File: src/rtl/mmio_input_responder.sv
// Memory-mapped switch/button/LED block: 2-flop synchronizers, per-bit debounce, LED register,
// and optional latched button events with a registered interrupt (enabled by BTN_EVENT_EN).
module mmio_input_responder #(
  parameter logic [31:0] BASE_ADDR       = 32'h0000_2000,
  parameter int          DEBOUNCE_CYCLES = 16
) (
  input  logic        Clk,
  input  logic        Rst,
  input  logic        MemRead,
  input  logic        MemWrite,
  input  logic [31:0] Address,
  input  logic [31:0] WriteData,
  input  logic [15:0] Sw,
  input  logic [4:0]  Btn,
  output logic        Hit,
  output logic [31:0] ReadData,
  output logic [15:0] Led,
  output logic        IrqPending
);

  localparam int NUM_IN = 21;
  localparam int CNT_W  = $clog2(DEBOUNCE_CYCLES);
  localparam logic [CNT_W-1:0] CNT_LAST = CNT_W'(DEBOUNCE_CYCLES - 1);

  localparam logic [1:0] SEL_SW  = 2'd0;
  localparam logic [1:0] SEL_BTN = 2'd1;
  localparam logic [1:0] SEL_EVT = 2'd2;
  localparam logic [1:0] SEL_LED = 2'd3;

  logic [NUM_IN-1:0] rawIn;
  logic [NUM_IN-1:0] syncStage1Reg;
  logic [NUM_IN-1:0] syncStage2Reg;
  logic [NUM_IN-1:0] debReg;
  logic [NUM_IN-1:0] debNext;
  logic [15:0]       ledReg;
  logic [4:0]        evtView;
  logic [1:0]        regSel;
  logic              writeHit;
  logic              readHit;

  // Address bits that never select anything; kept visible so lint sees them consumed.
  logic unusedBits;
  assign unusedBits = &{1'b0, Address[1:0], WriteData[31:16]};

  assign rawIn    = {Btn, Sw};
  assign Hit      = (Address[31:4] == BASE_ADDR[31:4]);
  assign regSel   = Address[3:2];
  assign writeHit = MemWrite & Hit;
  assign readHit  = MemRead & ~MemWrite & Hit;
  assign Led      = ledReg;

  always_ff @(posedge Clk) begin
    if (Rst) begin
      syncStage1Reg <= '0;
      syncStage2Reg <= '0;
      debReg        <= '0;
    end else begin
      syncStage1Reg <= rawIn;
      syncStage2Reg <= syncStage1Reg;
      debReg        <= debNext;
    end
  end

  // One saturating-by-construction counter per input bit; it clears before it could wrap.
  genvar gi;
  generate
    for (gi = 0; gi < NUM_IN; gi++) begin : g_debounce
      logic [CNT_W-1:0] cntReg;
      logic [CNT_W-1:0] cntNext;
      logic             debBitNext;

      always_comb begin
        cntNext    = cntReg;
        debBitNext = debReg[gi];
        if (syncStage2Reg[gi] == debReg[gi]) begin
          cntNext = '0;
        end else if (cntReg == CNT_LAST) begin
          debBitNext = syncStage2Reg[gi];
          cntNext    = '0;
        end else if (syncStage1Reg[gi] != syncStage2Reg[gi]) begin
          // Synchronized bit is about to move: restart the stability window.
          cntNext = '0;
        end else begin
          cntNext = cntReg + 1'b1;
        end
      end

      always_ff @(posedge Clk) begin
        if (Rst) begin
          cntReg <= '0;
        end else begin
          cntReg <= cntNext;
        end
      end

      assign debNext[gi] = debBitNext;
    end
  endgenerate

  always_ff @(posedge Clk) begin
    if (Rst) begin
      ledReg <= '0;
    end else if (writeHit && (regSel == SEL_LED)) begin
      ledReg <= WriteData[15:0];
    end
  end

`ifdef BTN_EVENT_EN
  logic [4:0] evtReg;
  logic [4:0] evtNext;
  logic [4:0] btnRise;
  logic [4:0] evtClear;
  logic       irqReg;

  assign btnRise  = debNext[20:16] & ~debReg[20:16];
  assign evtClear = (writeHit && (regSel == SEL_EVT)) ? WriteData[4:0] : 5'd0;

  // Set is applied after clear so a coincident rise survives a write-1-to-clear.
  always_comb begin
    evtNext = (evtReg & ~evtClear) | btnRise;
  end

  always_ff @(posedge Clk) begin
    if (Rst) begin
      evtReg <= '0;
      irqReg <= 1'b0;
    end else begin
      evtReg <= evtNext;
      irqReg <= |evtReg;
    end
  end

  assign evtView    = evtReg;
  assign IrqPending = irqReg;
`else
  assign evtView    = 5'd0;
  assign IrqPending = 1'b0;
`endif

  always_comb begin
    ReadData = '0;
    if (readHit) begin
      case (regSel)
        SEL_SW:  ReadData = {16'b0, debReg[15:0]};
        SEL_BTN: ReadData = {27'b0, debReg[20:16]};
        SEL_EVT: ReadData = {27'b0, evtView};
        SEL_LED: ReadData = {16'b0, ledReg};
        default: ReadData = '0;
      endcase
    end
  end

endmodule

File: config.mk
export PLATFORM = sky130hd
export DESIGN_NAME = mmio_input_responder
export DESIGN_NICKNAME = d
export VERILOG_FILES = /design/src/rtl/mmio_input_responder.sv
export SDC_FILE = /design/constraint.sdc
export NUM_CORES = 1
export LEC_CHECK = 0
export ABC_AREA = 1
export CORE_MARGIN = 2
export CORE_UTILIZATION = 50
export DETAILED_ROUTE_END_ITERATION = 6
export DONT_BUFFER_PORTS = 1
export PLACE_DENSITY = 0.68
export SYNTH_ARGS = -nofsm -noshare
export SYNTH_HDL_FRONTEND = slang
export SYNTH_SLANG_ARGS = --single-unit
File: constraint.sdc
create_clock -name Clk -period 1.4 [get_ports Clk]
set_input_delay 0.21 -clock Clk [delete_from_list [all_inputs] [get_ports Clk]]
set_output_delay 0.21 -clock Clk [all_outputs]
set_load 0.01 [all_outputs]
# --- Word-level counts from Yosys, hierarchy flattened ---
# Index checks and enable logic that the tools add are counted.
op_classes:
  add_sub_neg: 21
  eq_ne: 67
  mux: 2
  bitwise: 25
  n_reduce_logical: 44
op_table:
  columns: ["operator", "n"]
  rows:
  - ["$pmux W32 S4", 1]
  - ["$add A4 B1 Y4 const B", 21]
  - ["$eq A4 B4 Y1 const B", 21]
  - ["$reduce_or A4 Y1", 21]
  - ["$reduce_and A2 Y1", 21]
  - ["$mux W32", 1]
  - ["$eq A28 B10 Y1 const B", 1]
  - ["$not A1 Y1", 22]
  - ["$eq A1 B1 Y1", 21]
  - ["$ne A1 B1 Y1", 21]
  - ["$eq A2 B2 Y1 const B", 2]
  - ["$and A1 B1 Y1", 3]
  - ["$eq A2 B1 Y1 const B", 1]
  - ["$logic_not A2 Y1", 1]
  - ["$logic_and A1 B1 Y1", 1]
word_totals:
  reg_bits: 163
  inputBits: 89
  out_inout_bits: 50

# --- Longest topological paths before layout ---
depth:
  ltp_word: 4
  mapped_depth: 9

# --- Worst setup path before layout ---
# Ideal clock, no wire load.
synth_timing:
  path_kind: "input to output"
  from: "input port Address[2]"
  to: "output port ReadData[12]"
  t_arrival_ps: 1150
  t_required_ps: 1190
  path_slack_ps: 40
  stages: 5
  path_buffers: 2
  path_cell_list: "buf_4 -> or2_4 -> buf_6 -> or2_1 -> a21oi_1"
synth_via:
  elab_chain_len: 3
  elab_cells_between_ends: 6
synth_lines:
  columns: ["element", "line_no", "text"]
  rows:
  - ["start, declared", "11", "input logic [31:0] Address,"]
  - ["$eq A2 B2 Y1 (tied with other cells)", "143", "case (regSel)"]
  - ["$pmux W32 S4 (*)", "143", null]
  - ["$mux W32 (*)", "142", "if (readHit) begin"]
  - ["end, declared", "16", "output logic [31:0] ReadData,"]
# Mark *: on every way between the ends. The rest lies on a longest branch, timed or not. The select of a mux whose other input is x is not followed.

# --- Final worst setup path ---
layout_timing:
  from: "register debReg[19]"
  to: "output port ReadData[3]"
layout_via:
  elab_chain_len: 2
layout_lines:
  columns: ["element", "line_no", "text"]
  rows:
  - ["start, declared", "33", "logic [NUM_IN-1:0] debReg;"]
  - ["start signal, assigned", "60", "debReg <= debNext;"]
  - ["$pmux W32 S4", "143", null]
  - ["$mux W32", "142", null]
# Every way passes these cells. The select of a mux whose other input is x is not followed.

==> flow_summary.json <==
{
  "pin_count": 139,
  "arrival_ns": 1.31,
  "start_util_pct": 50.9,
  "status": "finished, violations left",
  "dieArea_um2": 14300,
  "power_density_nw_per_um2": 1220,
  "min-delay-start": "WriteData[3]",
  "syn_inst": 858,
  "die_x_um": 120,
  "path_buf_inv": 2,
  "area_growth_pct": 21.3,
  "vias": 5403,
  "hold_viol": 0,
  "setup_tns_ns": -1.35,
  "syn-mean-instance-area_um2": 7.79,
  "timing.rr.start": "g_debounce[20].cntReg[0]",
  "wl_per_cell_um": 12.4,
  "fp-row-count": 42,
  "numCtsBuffers": 17,
  "yosysWarnings": 0,
  "critPathLaunchType": "flop",
  "fin_crit_sh_pct": 109,
  "antenna_found_initial": 0,
  "path_class": "flop to output pin",
  "max_cap_violations": 0,
  "cp_cell_sequence": "inv_2 > o22ai_2 > a31oi_1 > nor2_1 > buf_4",
  "crit_path_top_delay_cell": "dfxtp_2",
  "ys_ff_latch": 163,
  "core_area_um2": 13100,
  "gp_congestion": 0.737,
  "grt_pass1_vias": 5084,
  "worstRegToRegCells": 6,
  "overflow": 0,
  "holdWs_ns": 0.0191,
  "grt_max_degree": 59,
  "p_leak_nw": 3.41,
  "clkLatencyLatePin_ns": 0.43,
  "timing.final.ws_setup_ns": -0.120,
  "root_buffer": "clkbuf_16",
  "synth_cell_types": 32,
  "worst-path-max-fanout": 3,
  "peakVddDrop_mv": 1.53,
  "drt_iter0_markers": 279,
  "first_pass_iters": 4,
  "violations": "negative setup slack",
  "via_per_inst": 4.85,
  "cp.required_ns": 1.19,
  "nets": 1036,
  "min_period_ns": 1.52,
  "rsz0062_at_grt": "true",
  "critPathLaunch": "debReg[19]",
  "cts_buffer_depth": 2,
  "diodes": 0,
  "remaining_drc_errors": 0,
  "place_ws_ns": -0.118,
  "ant_nets": 0,
  "dp.final_hpwl_um": 8590,
  "path_delay_family": "flip-flops",
  "worst_clock_skew_ns": 0.00717,
  "grt_pass1_wl_um": 22800,
  "fmax_ghz": 0.658,
  "port_buffers": 0,
  "rrSetupSlack_ns": 0.12,
  "endpoint_kind": "output pin",
  "min_path_cells": 4,
  "die_y_um": 120,
  "grtUsageTotal_pct": 20.0,
  "setup_viol": 16,
  "drive_above_1_share_pct": 15.3,
  "wirelength_um": 13900,
  "slew_violations": 0,
  "timing.rr.end": "g_debounce[20].cntReg[2]",
  "htreeDepth": 4,
  "clk_pin_slew_worst_paths_ns": 0.06,
  "hold_path.class": "primary input to flop",
  "seq_area_frac_synth_pct": 48.8,
  "critical-path-max-stage-delay_ns": 0.33,
  "clock-sinks": 163,
  "whs_endpoint": "Led[3]",
  "synth_area_um2": 6680,
  "cts_tree": "yes"
}
==> sequential cells by signal, indices dropped and copies added, names as in the netlist <==
register,count
syncStage1Reg,21
g_debounce.cntReg,84
Led,16
debReg,21
syncStage2Reg,21
==> layout by cell type, fill, tap and decap left out, drive strengths merged, types with 3 or more instances in the layout <==
cell,count
clkinv,17
nor3,22
conb,17
clkbuf,17
inv,118
dlygate4sd3,31
nand3,60
dfxtp,163
a21oi,48
buf,43
nand2,79
o2111ai,15
o21ai,42
xor2,21
o22ai,5
a31oi,5
nor2,193
ha,21
bufinv,3
or2,13
==> worst max path at each step <==
stage,endpoint,slack [ns],cells after the start
after global placement,ReadData[15],-0.08,7
after detailed placement,ReadData[15],-0.12,7
after CTS,ReadData[3],-0.16,5
after floorplan,ReadData[12],0.04,5
after global routing,ReadData[15],-0.19,4
final,ReadData[3],-0.12,5
==> area by class of cell <==
class                      count  area [µm²]
clock buffer                  17         425
clock inverter                15         185
fill                        1155        5030
inverter                     125         469
multi-input combinational    545        2800
sequential                   163        3300
tap                          176         220
timing repair buffer          74         708
==> logic make-up after synthesis <==
kind of cell,share of synthesized area [%]
and+or+nand+nor,23.6
buffers and inverters,11.2
DFF,48.8
AOI/OAI and AO/OA,9.64
xor gates and xnor gates,2.75
adders and majority gates,3.93
other,0.0561
==> cells in the mapped netlist <==
cell type | n | area [µm²]
nand2_1 | 78 | 293
dfxtp_1 | 163 | 3260
o22ai_1 | 5 | 31.3
conb_1 | 1 | 3.75
inv_2 | 1 | 3.75
nor2_8 | 1 | 20.0
nor2_1 | 191 | 717
xor2_1 | 21 | 184
nor3_1 | 21 | 105
clkbuf_1 | 6 | 22.5
buf_1 | 3 | 11.3
clkinv_1 | 8 | 30.0
inv_1 | 116 | 435
or2_1 | 12 | 75.1
buf_4 | 19 | 143
or2_4 | 1 | 8.76
nand4_2 | 1 | 12.5
a21oi_1 | 48 | 240
buf_8 | 2 | 30.0
o21ai_0 | 22 | 110
ha_1 | 21 | 263
a31oi_1 | 5 | 31.3
buf_6 | 3 | 33.8
nand3b_1 | 1 | 7.51
nand2_2 | 1 | 6.26
buf_2 | 8 | 40.0
o21ai_1 | 20 | 100
nand3_1 | 60 | 300
o2111ai_1 | 15 | 131
nor2_2 | 1 | 6.26
and3_1 | 2 | 12.5
nor3_2 | 1 | 10.0
==> report_power, final <==
part	internal, mW	switching (mW)
registers	4.71	0.0453
logic	0.150	0.214
clock network	2.82	1.93
total	7.68	2.19
==> per-stage QoR <==
step	power (mW)	instances	area [µm²]	util, %
finish	9.86	1115	8110	61.7
global route	10.2	1115	8110	61.7
CTS	9.93	1107	8000	60.9
detailed placement	5.11	1033	6920	52.7
global placement	5.11	1033	6920	52.7
floorplan	5.12	874	6740	-
==> worst reg2reg max path, cell delays in order (launching register included) <==
cell and delay [ns]:
dfxtp_1 0.33, ha_1 0.21, nand2_1 0.07, clkinv_1 0.07, nand2_1 0.11, o2111ai_1 0.23
nor3_1 0.19
==> timing repair <==
item,4_1_cts,5_1_grt
endpoints found under the setup margin,16,18
gates resized for setup,43,19
hold endpoints to repair,52,0
buffers inserted,10,8
gates cloned,0,0
hold buffers,32,0
pin swaps,25,10
==> per-layer routing <==
layer  wire [µm]  global-route usage [%]  up-vias
met4         180                    7.21        0
met3         741                    6.08       16
met5           0                       0        -
li1            -                       -     2827
met2        6690                    34.9      109
met1        6260                    23.3     2451
No activity file was read; power rests on OpenSTA's default activity.
